[src/rtl/udma_stream_rd_arbiter.sv]
// Round-robin arbiter sharing one L2 tx read channel among N_STREAMS stream units.
// Each grant's requester ID is queued so in-order responses are steered back to it.
module udma_stream_rd_arbiter #(
  parameter int unsigned N_STREAMS       = 4,
  parameter int unsigned L2_AWIDTH_NOAL  = 16,
  parameter int unsigned DATA_WIDTH      = 32,
  parameter int unsigned MAX_OUTSTANDING = 4,
  parameter int unsigned ID_W            = $clog2(N_STREAMS)
) (
  input  logic                                  clk_i,
  input  logic                                  rstn_i,
  input  logic                                  clr_i,
  input  logic [N_STREAMS-1:0]                  req_i,
  input  logic [N_STREAMS*L2_AWIDTH_NOAL-1:0]   addr_i,
  input  logic [N_STREAMS*2-1:0]                datasize_i,
  output logic [N_STREAMS-1:0]                  gnt_o,
  output logic [N_STREAMS-1:0]                  valid_o,
  output logic [DATA_WIDTH-1:0]                 data_o,
  input  logic [N_STREAMS-1:0]                  ready_i,
  output logic                                  l2_req_o,
  output logic [L2_AWIDTH_NOAL-1:0]             l2_addr_o,
  output logic [1:0]                            l2_datasize_o,
  input  logic                                  l2_gnt_i,
  input  logic                                  l2_valid_i,
  input  logic [DATA_WIDTH-1:0]                 l2_data_i,
  output logic                                  l2_ready_o,
  output logic [$clog2(MAX_OUTSTANDING):0]      outstanding_o,
  output logic                                  err_o
);

  localparam int unsigned PTR_W = $clog2(MAX_OUTSTANDING);
  localparam int unsigned CNT_W = PTR_W + 1;

  logic [ID_W-1:0]  prio_q, prio_d;
  logic [PTR_W-1:0] wr_ptr_q, rd_ptr_q;
  logic [CNT_W-1:0] count_q, count_d;
  logic             err_q;
  logic [ID_W-1:0]  fifo_q [MAX_OUTSTANDING];

  logic [ID_W-1:0]  winner_c;
  logic [ID_W-1:0]  head_c;
  logic             full_c, empty_c, push_c, pop_c;

  assign full_c  = (count_q == CNT_W'(MAX_OUTSTANDING));
  assign empty_c = (count_q == '0);
  assign head_c  = fifo_q[rd_ptr_q];

  // Winner: first requester at or after the priority pointer, wrapping.
  always_comb begin
    logic        found;
    int unsigned idx;
    winner_c = '0;
    found    = 1'b0;
    for (int unsigned i = 0; i < N_STREAMS; i++) begin
      idx = (32'(prio_q) + i) % N_STREAMS;
      if (!found && req_i[ID_W'(idx)]) begin
        found    = 1'b1;
        winner_c = ID_W'(idx);
      end
    end
  end

  always_comb begin
    l2_req_o      = (|req_i) && !full_c && !clr_i;
    l2_addr_o     = addr_i[32'(winner_c)*L2_AWIDTH_NOAL +: L2_AWIDTH_NOAL];
    l2_datasize_o = datasize_i[32'(winner_c)*2 +: 2];
    push_c        = l2_req_o && l2_gnt_i;
    gnt_o         = push_c ? (N_STREAMS'(1) << winner_c) : '0;

    // Empty FIFO keeps ready high so stray data is drained rather than stalling L2.
    data_o        = l2_data_i;
    valid_o       = '0;
    l2_ready_o    = 1'b1;
    if (!empty_c) begin
      valid_o    = l2_valid_i ? (N_STREAMS'(1) << head_c) : '0;
      l2_ready_o = ready_i[head_c];
    end
    pop_c         = !empty_c && l2_valid_i && l2_ready_o;

    prio_d        = push_c ? ID_W'((32'(winner_c) + 1) % N_STREAMS) : prio_q;
    count_d       = count_q;
    if (push_c && !pop_c)      count_d = count_q + CNT_W'(1);
    else if (pop_c && !push_c) count_d = count_q - CNT_W'(1);
  end

  always_ff @(posedge clk_i or negedge rstn_i) begin
    if (!rstn_i) begin
      prio_q   <= '0;
      wr_ptr_q <= '0;
      rd_ptr_q <= '0;
      count_q  <= '0;
      err_q    <= 1'b0;
      for (int unsigned i = 0; i < MAX_OUTSTANDING; i++) fifo_q[i] <= '0;
    end else if (clr_i) begin
      prio_q   <= '0;
      wr_ptr_q <= '0;
      rd_ptr_q <= '0;
      count_q  <= '0;
      err_q    <= 1'b0;
    end else begin
      if (push_c) begin
        fifo_q[wr_ptr_q] <= winner_c;
        wr_ptr_q         <= wr_ptr_q + PTR_W'(1);
      end
      if (pop_c) rd_ptr_q <= rd_ptr_q + PTR_W'(1);
      prio_q  <= prio_d;
      count_q <= count_d;
      if (empty_c && l2_valid_i) err_q <= 1'b1;
    end
  end

  assign outstanding_o = count_q;
  assign err_o         = err_q;

endmodule

[config.mk]
export PLATFORM = sky130hd
export DESIGN_NAME = udma_stream_rd_arbiter
export DESIGN_NICKNAME = d
export VERILOG_FILES = /design/src/rtl/udma_stream_rd_arbiter.sv
export SDC_FILE = /design/constraint.sdc
export NUM_CORES = 1
export LEC_CHECK = 0
export ABC_AREA = 1
export CAP_MARGIN = 10
export CORE_ASPECT_RATIO = 1.4
export CORE_MARGIN = 2
export CORE_UTILIZATION = 30
export CTS_BUF_LIST = sky130_fd_sc_hd__clkbuf_16
export CTS_CLUSTER_SIZE = 14
export DETAILED_ROUTE_END_ITERATION = 16
export PLACE_DENSITY = 0.78
export SYNTH_ARGS = -nofsm -noshare
export SYNTH_HDL_FRONTEND = slang
export SYNTH_SLANG_ARGS = --single-unit
export TNS_END_PERCENT = 100
[constraint.sdc]
create_clock -name clk_i -period 2.8 [get_ports clk_i]
set_input_delay 0.42 -clock clk_i [delete_from_list [all_inputs] [get_ports clk_i]]
set_output_delay 0.42 -clock clk_i [all_outputs]
set_load 0.01 [all_outputs]
==> impl_metrics.ini, run 1 <==
[detailed_routing]
wl_per_cell_um = 12.36
drtIter0Drc = 123
route.detailed.drc = 0
m1WireLength_um = 2654
routed_via_density = 4.661
route.met2.wl_um = 4045
highest_layer = met4
wl_met3_um = 546
vias = 2806
routed_wl_um = 7439
drtAntennaViolNets = 0
dr.pass1.iters = 4

[timing]
fin_crit_ns = 2.755
setup_violations = 0
rsz0062_at_grt = true
final.setup_skew_ns = 0.0007839
maxSlewHeadroom = 0.4634
hold_viol_final = 0
drv_slew = 0
period_share = 0.9841
finalSetupTns_ns = 0
worst_pin_slew_ns = 0.8024
max_clock_freq_mhz = 362.9

[power]
power_leakage_nw = 1.888
power_frac_clock = 0.060
pwr-share-seq = 0.093
powerDensity_mw_per_mm2 = 1274
internal_power_w = 0.002378
pwr-share-comb = 0.847
swShare = 0.5029
vdd_drop_max_uv = 718.0
netSwitchingPower_w = 0.002406

[die]
die_area_sq_mm = 0.008837
rows = 38
start_util = 0.3113
fp.dieH_um = 110.4
ios = 181
dieWidth_um = 80.02
core_region_area_sq_mm = 0.007797

[critical_path]
worst_path_max_delay_cell = clkdlybuf4s50_1
reg2reg_depth = 17
path_cells = clkdlybuf4s50_1, inv_1, o21ai_2, nand2_1, nand2_2, nand2_1, nand2_1, nand2_2, nand2_4, nand2_8, buf_12, nand2_1, nand3_1, nand2_1, clkdlybuf4s15_2
crit_buf_inv = 4
crit_fanout = 7
cp.required_ns = 2.38
r2r_slack_ns = 0.38
cp.arrival_ns = 2.34
cp_common_cell = nand2_1
crit_family = buffers and inverters
rr_startpoint = rd_ptr_q[0]
reg2reg_to = outstanding_o[2]
max_stage_delay_ns = 0.48
start_kind = primary input
crit_type = in2out
crit_path_end_kind = output pin

[yosys]
synth-edff-count = 0
ys_top_cells_by_area = dfrtp_1, nand2_1, nand3b_1, nand3_1, buf_4
yosysSeqAreaShare = 0.1856
ys.warnings.count = 0
netlist_area_sq_mm = 0.002427
synth_common_cells = nand2_1, inv_1, nand3_1, nand3b_1, buf_4
syn_avg_cell_area_sq_um = 6.084
async_reset_ff_frac = 1.000
yosysUniqueCellTypes = 27
yosysMostFrequentCell = nand2_1
syn_nets = 525
syn_inst = 399
synth.largest_area_cell = dfrtp_1
yosysTopAreaCellShare = 0.1856
synth-seq-cells = 18
synth_top_flop_cell = dfrtp_1

[min_path]
min_to = err_o
hold_class = reg2reg
min_path_cells = 2
worstHoldStart = err_o

[clock_network]
holdBufCountCts = 0
cts_sinks = 18
cts_buffer_depth = 2
htreeDepth = 1
cts-buffers-inserted = 3
cts_tree = yes
clk_latency_ns = 0.25
path_clk_slew_ns = 0.05
cts_root_buffer = clkbuf_16

[layout]
n_antenna_cell = 0
syn2layout_area_growth_pct = 54.69
fin_cells = 602
drive_gt1_frac = 0.1534
nets = 629
fillers = 788

[global_route]
grt_pass1_wl_um = 11990
grt_usage = 0.1669
antenna_found_initial = 0
grt_max_degree = 27
grt-ovfl-total = 0
first_global_vias = 2769

[job]
max-cap-violations = 0

[place]
place_inst = 593
globalplace.congestion = 0.8674
io_buffer_count = 116
dp_hpwl_um = 5926

[outcome]
status = finished clean
layer usage:
metal | global-route usage | vias up
met4 | 0.06328 | 0
met3 | 0.02778 | 24
met5 | 0 | -
li1 | - | 1426
met1 | 0.1673 | 1242
met2 | 0.3267 | 114
cell families (layout without fill, tap and decap cells):
kind of cell             Yosys count  after routing  share of synthesized area
AO/OA/AOI/OAI                     21             21                    0.04536
XOR/XNOR                           1              1                   0.003609
adder cells (fa/ha/maj)            9              9                    0.04949
buffers and inverters            115            218                     0.2402
flip-flops                        18             18                     0.1856
multiplexers                       1              1                   0.005669
AND/OR/NAND/NOR                  234            234                     0.4701
power by group through the flow:
stage	combinational, W	clock [W]	sequential (W)
6_report	0.00405	0.000287	0.000445
2_1_floorplan	0.00228	0	0.000432
5_1_grt	0.00449	0.000301	0.000460
3_5_place_dp	0.00395	0	0.000448
3_3_place_gp	0.00389	0	0.000440
4_1_cts	0.00414	0.000287	0.000445
metrics by stage:
stage	setup WS, ns	cell area [sq um]	hold WS (ns)	power (W)	utilization
floorplan	0.4905	2427	0.1244	0.002713	-
global placement	-0.3821	3598	0.5081	0.004331	0.4615
detailed placement	-0.4671	3598	0.5181	0.004398	0.4615
CTS	-0.01872	3796	0.5308	0.004867	0.4868
global route	-0.07665	3755	0.5701	0.005250	0.4815
finish	0.04463	3755	0.5292	0.004784	0.4815
area by class of cell:
| cell class | count | area (sq um) | area share |
|---|---|---|---|
| clock buffers | 3 | 75.07 | 0.01999 |
| repair buffers | 146 | 1394 | 0.3712 |
| inverters | 68 | 257.7 | 0.06864 |
| multi-input cells | 266 | 1449 | 0.3859 |
| clock inverters | 1 | 3.754 | 0.0009997 |
| flip-flops and latches | 18 | 450.4 | 0.1200 |
| well taps | 100 | 125.1 | 0.03332 |
cell usage in the layout (no fill, tap or decap), types with 2 or more instances in the layout:
cell             count
nand2_2              7
clkbuf_16            4
ha_1                 8
buf_2                4
nand2_4              2
nand4_1              6
nand3_2              2
o21ai_0              6
nor3_1               4
nor2_1              21
buf_6                5
clkbuf_2            15
o21ai_2              4
nand3b_1            36
inv_1               65
nand2_1            102
buf_4               20
a21oi_1             10
inv_2                2
nand3_1             50
dfrtp_1             18
clkdlybuf4s50_1     93
buf_12               3
worst register-to-register path, cell delays in order (launching register included):
cell	delay (ns)
dfrtp_1	0.40
inv_1	0.14
nand2_1	0.08
nand3_1	0.10
nand2_1	0.18
nand2_1	0.07
nand2_1	0.08
nand2_1	0.07
nand2_1	0.08
nand3_1	0.14
nand2_1	0.12
inv_1	0.06
fa_1	0.38
xnor2_1	0.18
inv_1	0.06
nand2_1	0.06
nand3_1	0.07
nand2_1	0.06
sequential cells by signal, summed over array words and instances (netlist names):
signal / count
err_o: 1
fifo_q: 8
outstanding_o: 3
prio_q: 2
rd_ptr_q: 2
wr_ptr_q: 2
worst max path at each step:
| stage | from | endpoint | slack [ns] | cells past startpoint |
|---|---|---|---|---|
| floorplan | prio_q[0] | gnt_o[3] | 0.49 | 14 |
| global placement | req_i[1] | gnt_o[3] | -0.38 | 15 |
| detailed placement | req_i[3] | l2_datasize_o[0] | -0.47 | 15 |
| CTS | req_i[2] | l2_addr_o[7] | -0.02 | 14 |
| global route | req_i[3] | l2_datasize_o[1] | -0.08 | 14 |
| finish | req_i[3] | l2_datasize_o[1] | 0.04 | 15 |
timing repair:
item / 4_1_cts / 5_1_grt
buffers inserted: 2 / 1
hold endpoints to repair: 0 / 0
pin swaps: 5 / 1
gates resized for setup: 70 / 28
gates cloned: 1 / 1
endpoints found under the setup margin: 22 / 22
No activity file was read; power rests on OpenSTA's default activity.
==> run 2, diff against run 1 <==
- PLACE_DENSITY: 0.78 -> 0.72
- RECOVER_POWER: unset -> 50
==> run 2 against run 1 <==
Compared with the run above:
- worst setup slack better by 0.0097 ns
- register-to-register slack worse by 0.07 ns
- combinational power up 15%
- count of clock-buffer cells in the layout unchanged
- die area unchanged
- utilization up 3.2 points
- critical path depth up 1
- final cell count up 1.7%
- non-clock buffer count up 10
- via count up 4.5%
- clock power about the same
- critical endpoint is now gnt_o[0]
==> impl_metrics.ini, run 2 (synthesis results as in run 1) <==
[outcome]
status = finished clean

[place]
dp_hpwl_um = 5896
place_ws_ns = -0.4258
globalplace.congestion = 0.8083
io_buffer_count = 116

[critical_path]
start_kind = flip-flop
worst_path_max_delay_cell = dfrtp_2
crit_path_end_kind = output pin
crit_buf_inv = 7
cp.required_ns = 2.38
max_stage_delay_ns = 0.45
cp_common_cell = inv_1
crit_fanout = 5
crit_family = buffers and inverters
crit_start = prio_q[0]
rr_startpoint = rd_ptr_q[0]
crit_type = reg2out
path_cells = buf_12, nand2_1, o21ai_2, inv_1, nand2_1, o21ai_1, inv_1, buf_4, nand3_1, nand3_2, nand2_4, buf_6, ha_2, inv_1, nor2_1, buf_2
cp.arrival_ns = 2.33

[clock_network]
holdBufCountCts = 0
cts_root_buffer = clkbuf_16
cts_sinks = 18
cts_tree = yes
clk_latency_ns = 0.25
cts-buffers-inserted = 3
path_clk_slew_ns = 0.05
cts_buffer_depth = 2
htreeDepth = 1

[power]
pwr-share-comb = 0.863
pwr-share-seq = 0.084
internal_power_w = 0.002726
netSwitchingPower_w = 0.002665
powerDensity_mw_per_mm2 = 1346
swShare = 0.4943
vdd_drop_max_uv = 655.5
power.total_w = 0.005391
power_leakage_nw = 2.020
power_frac_clock = 0.053

[detailed_routing]
routed_wl_um = 8348
drtIter0Drc = 84
route.detailed.drc = 0
vias = 2931
routed_via_density = 4.789
dr.pass1.iters = 4
wl_per_cell_um = 13.64
drtAntennaViolNets = 0

[timing]
setup_violations = 0
hold_viol_final = 0
fin_crit_ns = 2.746
rsz0062_at_grt = true
timing.hold.ws_ns = 0.5264
fin_ws_ns = 0.05431
drv_slew = 0
final.setup_skew_ns = 0.002294
period_share = 0.9806
worst_pin_slew_ns = 0.8233
maxSlewHeadroom = 0.4493
max_clock_freq_mhz = 364.2

[die]
fp.dieH_um = 110.4
ios = 181
die_area_sq_mm = 0.008837
core_region_area_sq_mm = 0.007797
dieWidth_um = 80.02
rows = 38
start_util = 0.3113

[layout]
nets = 640
drive_gt1_frac = 0.2031
final_common_cell = nand2_1
layout_common_cells = nand2_1, clkdlybuf4s50_1, inv_1, nand3_1, nand3b_1
largest_register = fifo_q
syn2layout_area_growth_pct = 65.05
largest_register_ffs = 8
postLayoutCoreUtil = 0.5138
n_antenna_cell = 0

[global_route]
antenna_found_initial = 0
grt-ovfl-total = 0
grt_pass1_wl_um = 11940
grt_usage = 0.1655
grt_max_degree = 37
first_global_vias = 2757

[min_path]
hold_class = reg2reg
worstHoldStart = fifo_q[5]

[job]
max-cap-violations = 0
run 2: cell types whose count changed in the layout (fill, tap and decap cells not counted), moves of 4 or more:
| cell | previous run | this run |
|---|---|---|
| buf_2 | 4 | 10 |
| buf_4 | 20 | 25 |
| clkbuf_16 | 4 | 9 |
| clkdlybuf4s50_1 | 93 | 89 |
| inv_1 | 65 | 61 |
| inv_2 | 2 | 6 |
| nand2_1 | 102 | 94 |
| nand2_2 | 7 | 13 |
run 2: power groups by stage:
stage	registers [W]	clock network [W]	logic, W
6_report	0.000454	0.000284	0.00465
5_1_grt	0.000465	0.000295	0.00508
4_1_cts	0.000446	0.000287	0.00420
3_5_place_dp	0.000450	0	0.00405
3_3_place_gp	0.000443	0	0.00399
2_1_floorplan	0.000432	0	0.00228
run 2: cell type report:
cell class | count | area [sq um]
clock buffer | 3 | 75.07
fill | 775 | 3791
inverter | 68 | 257.7
multi-input combinational | 267 | 1541
sequential | 18 | 451.7
tap | 100 | 125.1
timing repair buffer | 156 | 1555
run 2: path summary, 6_finish.rpt:
| kind | to | slack (ns) | cells past startpoint |
|---|---|---|---|
| worst max-delay path | gnt_o[0] | 0.05 | 16 |
| worst min-delay path | fifo_q[5] | 0.53 | 2 |
| worst max register to register | outstanding_o[2] | 0.31 | 17 |
| worst min register to register | fifo_q[5] | 0.53 | 2 |
| max in group asynchronous | prio_q[0] | 1.52 | 1 |
| min in group asynchronous | fifo_q[2] | 0.71 | 1 |
run 2: repair_timing:
item,4_1_cts,5_1_grt
pin swaps,6,17
resized for setup,75,50
cloned,1,7
setup endpoints to repair,22,23
setup buffers,4,4
run 2: worst min-delay path, stage by stage, from the launching register on:
cell	delay [ns]
dfrtp_1	0.34
nor2_1	0.05
a21oi_1	0.10
run 2: metrics by stage:
step                setup TNS [ns]  std cells  cell area (sq um)
floorplan                        0        399               2427
global placement            -6.593        593               3623
detailed placement          -8.573        593               3623
CTS                       -0.02645        601               3789
global route              -0.06458        612               4006
finish                           0        612               4006
run 2: routing by layer:
layer,vias up,share of wire,global-route usage
met4,0,0.045,0.08136
met5,-,0,0
met3,44,0.061,0.02533
li1,1447,-,-
met1,1317,0.36,0.1656
met2,123,0.53,0.3167
==> run 3, diff against run 2 <==
- CTS_CLUSTER_DIAMETER: unset -> 100
- GPL_TIMING_DRIVEN: unset -> 0
==> run 3 against run 2 <==
Compared with the run above:
- the run now ends with negative setup slack left
- utilization grew 5.5 points
- global-route usage grew 1.6 points
- critical path depth shrank 1
- combinational power shrank 4.5%
- final cell count grew 9.2%
- die area is the same
- via count grew 4.5%
- total power shrank 4.1%
- largest cell class unchanged
- largest power group unchanged
==> impl_metrics.ini, run 3 (synthesis results as in run 1) <==
[timing]
period_share = 1.011
maxSlewHeadroom = 0.4448
fin_crit_ns = 2.831
max_clock_freq_mhz = 353.2
setup_violations = 2
hold_viol_final = 0
final.setup_skew_ns = 0.004412
fin_ws_ns = -0.03133
worst_pin_slew_ns = 0.8301
rsz0062_at_grt = true
drv_slew = 0
finalSetupTns_ns = -0.05576

[clock_network]
cts_tree = yes
cts-buffers-inserted = 3
path_clk_slew_ns = 0.05
cts_root_buffer = clkbuf_16
htreeDepth = 1
clk_latency_ns = 0.25
cts_sinks = 18
cts_buffer_depth = 2

[detailed_routing]
dr.pass1.iters = 4
vias = 3062
drtAntennaViolNets = 0
routed_wl_um = 8437
routed_via_density = 4.584
wl_per_cell_um = 12.63
drtIter0Drc = 92
route.detailed.drc = 0

[layout]
layout_common_cells = clkdlybuf4s50_1, nand2_1, inv_1, buf_4, nand3_1
nets = 696
largest_register = fifo_q
fillers = 782
syn2layout_area_growth_pct = 82.73
final_area_sq_mm = 0.004436
final_common_cell = clkdlybuf4s50_1
drive_gt1_frac = 0.2324
final-seq-area_sq_um = 451.7
n_antenna_cell = 0
multi_input_area_sq_mm = 0.001574
largest_register_ffs = 8

[global_route]
grt_max_degree = 19
first_global_vias = 2946
antenna_found_initial = 0
grt_pass1_wl_um = 13080
grt_usage = 0.1816
grt-ovfl-total = 0

[die]
fp.dieH_um = 110.4
dieWidth_um = 80.02
ios = 181
die_area_sq_mm = 0.008837
rows = 38
start_util = 0.3113
core_region_area_sq_mm = 0.007797

[outcome]
status = finished, violations left
violations = negative setup slack

[job]
max-cap-violations = 0

[critical_path]
worst-path-stages = 15
cp.arrival_ns = 2.41
crit_family = simple AND/OR/NAND/NOR gates
max_stage_delay_ns = 0.43
worst_path_max_delay_cell = dfrtp_2
crit_type = reg2out
crit_path_end_kind = output pin
r2r_slack_ns = 0.31
rr_startpoint = rd_ptr_q[0]
cp.required_ns = 2.38
reg2reg_depth = 17
reg2reg_to = outstanding_o[2]
crit_fanout = 6
path_cells = buf_6, nand2_2, o21ai_2, nand2_2, nand2_2, nor2_4, nand4_4, nand2_4, buf_6, buf_6, clkinvlp_4, ha_4, inv_2, nor2_2, buf_2
cp-endpoint = gnt_o[0]
start_kind = flip-flop
crit_buf_inv = 6
crit_start = prio_q[0]

[place]
place_area_sq_mm = 0.004034
globalplace.congestion = 0.7981
io_buffer_count = 148
dp_hpwl_um = 6715

[min_path]
hold_class = reg2reg

[power]
vdd_drop_max_uv = 630.8
power_leakage_nw = 2.216
powerDensity_mw_per_mm2 = 1166
[run 3: cell types whose count changed in the layout (fill, tap and decap cells not counted), moves of 6 or more]
cell | previous run | this run
buf_4 | 25 | 50
buf_6 | 3 | 9
clkbuf_16 | 9 | 3
clkbuf_2 | 12 | 0
clkdlybuf4s50_1 | 89 | 101
dlygate4sd2_1 | 0 | 12
dlygate4sd3_1 | 1 | 21
nand2_1 | 94 | 88
nand2_4 | 3 | 9
[run 3: worst min path at each step]
stage	from	endpoint	slack, ns	cells after the start
floorplan	rstn_i	err_o	0.12	0
global placement	err_o	err_o	0.51	2
detailed placement	err_o	err_o	0.52	2
CTS	err_o	err_o	0.53	2
global route	fifo_q[1]	fifo_q[1]	0.56	2
finish	err_o	err_o	0.53	2
[run 3: where the power goes]
| part | switching (W) | internal (W) |
|---|---|---|
| sequential | 0.0000846 | 0.000365 |
| combinational | 0.00240 | 0.00204 |
| clock | 0.0000929 | 0.000188 |
| total | 0.00258 | 0.00259 |
[run 3: final cells by class]
class                      count  area share
tap                          100     0.02821
buffer                        47     0.08209
timing repair buffer         166      0.3577
clock buffer                   3     0.01693
multi-input combinational    266      0.3549
inverter                      68     0.05839
sequential                    18      0.1018
[run 3: what timing repair did]
action,4_1_cts,5_1_grt
pin swaps,13,22
endpoints found under the setup margin,22,23
hold buffers,0,0
setup buffers,10,6
gates cloned,1,1
resized for setup,76,68
[run 3: metal layers]
layer	wire length, um	up-vias	track usage
met5	0	-	0
met4	130	0	0.04407
met3	781	10	0.04575
met2	4526	142	0.3494
met1	2999	1350	0.1891
li1	-	1560	-
[run 3: worst register-to-register path, cell delays in order (launching register included)]
cell	delay, ns
dfrtp_1	0.41
inv_1	0.14
nand2_1	0.09
nand3_1	0.10
nand2_1	0.19
nand2_1	0.07
nand2_1	0.07
nand2_1	0.07
nand2_1	0.08
nand3_1	0.17
nand2_2	0.16
inv_1	0.07
fa_1	0.37
xnor2_1	0.18
inv_1	0.06
nand2_1	0.06
nand3_1	0.07
nand2_1	0.06
[run 3: per-stage QoR]
step	setup slack, ns	power [W]	hold slack [ns]	std cells	util
final	-0.03133	0.005172	0.5283	668	0.5688
after global routing	-0.1635	0.005638	0.5591	668	0.5688
after CTS	0.0009706	0.004805	0.5324	661	0.5427
after detailed placement	-0.6690	0.004366	0.5243	647	0.5173
after global placement	-0.6361	0.004317	0.5056	647	0.5173
after floorplan	0.4905	0.002713	0.1244	399	-
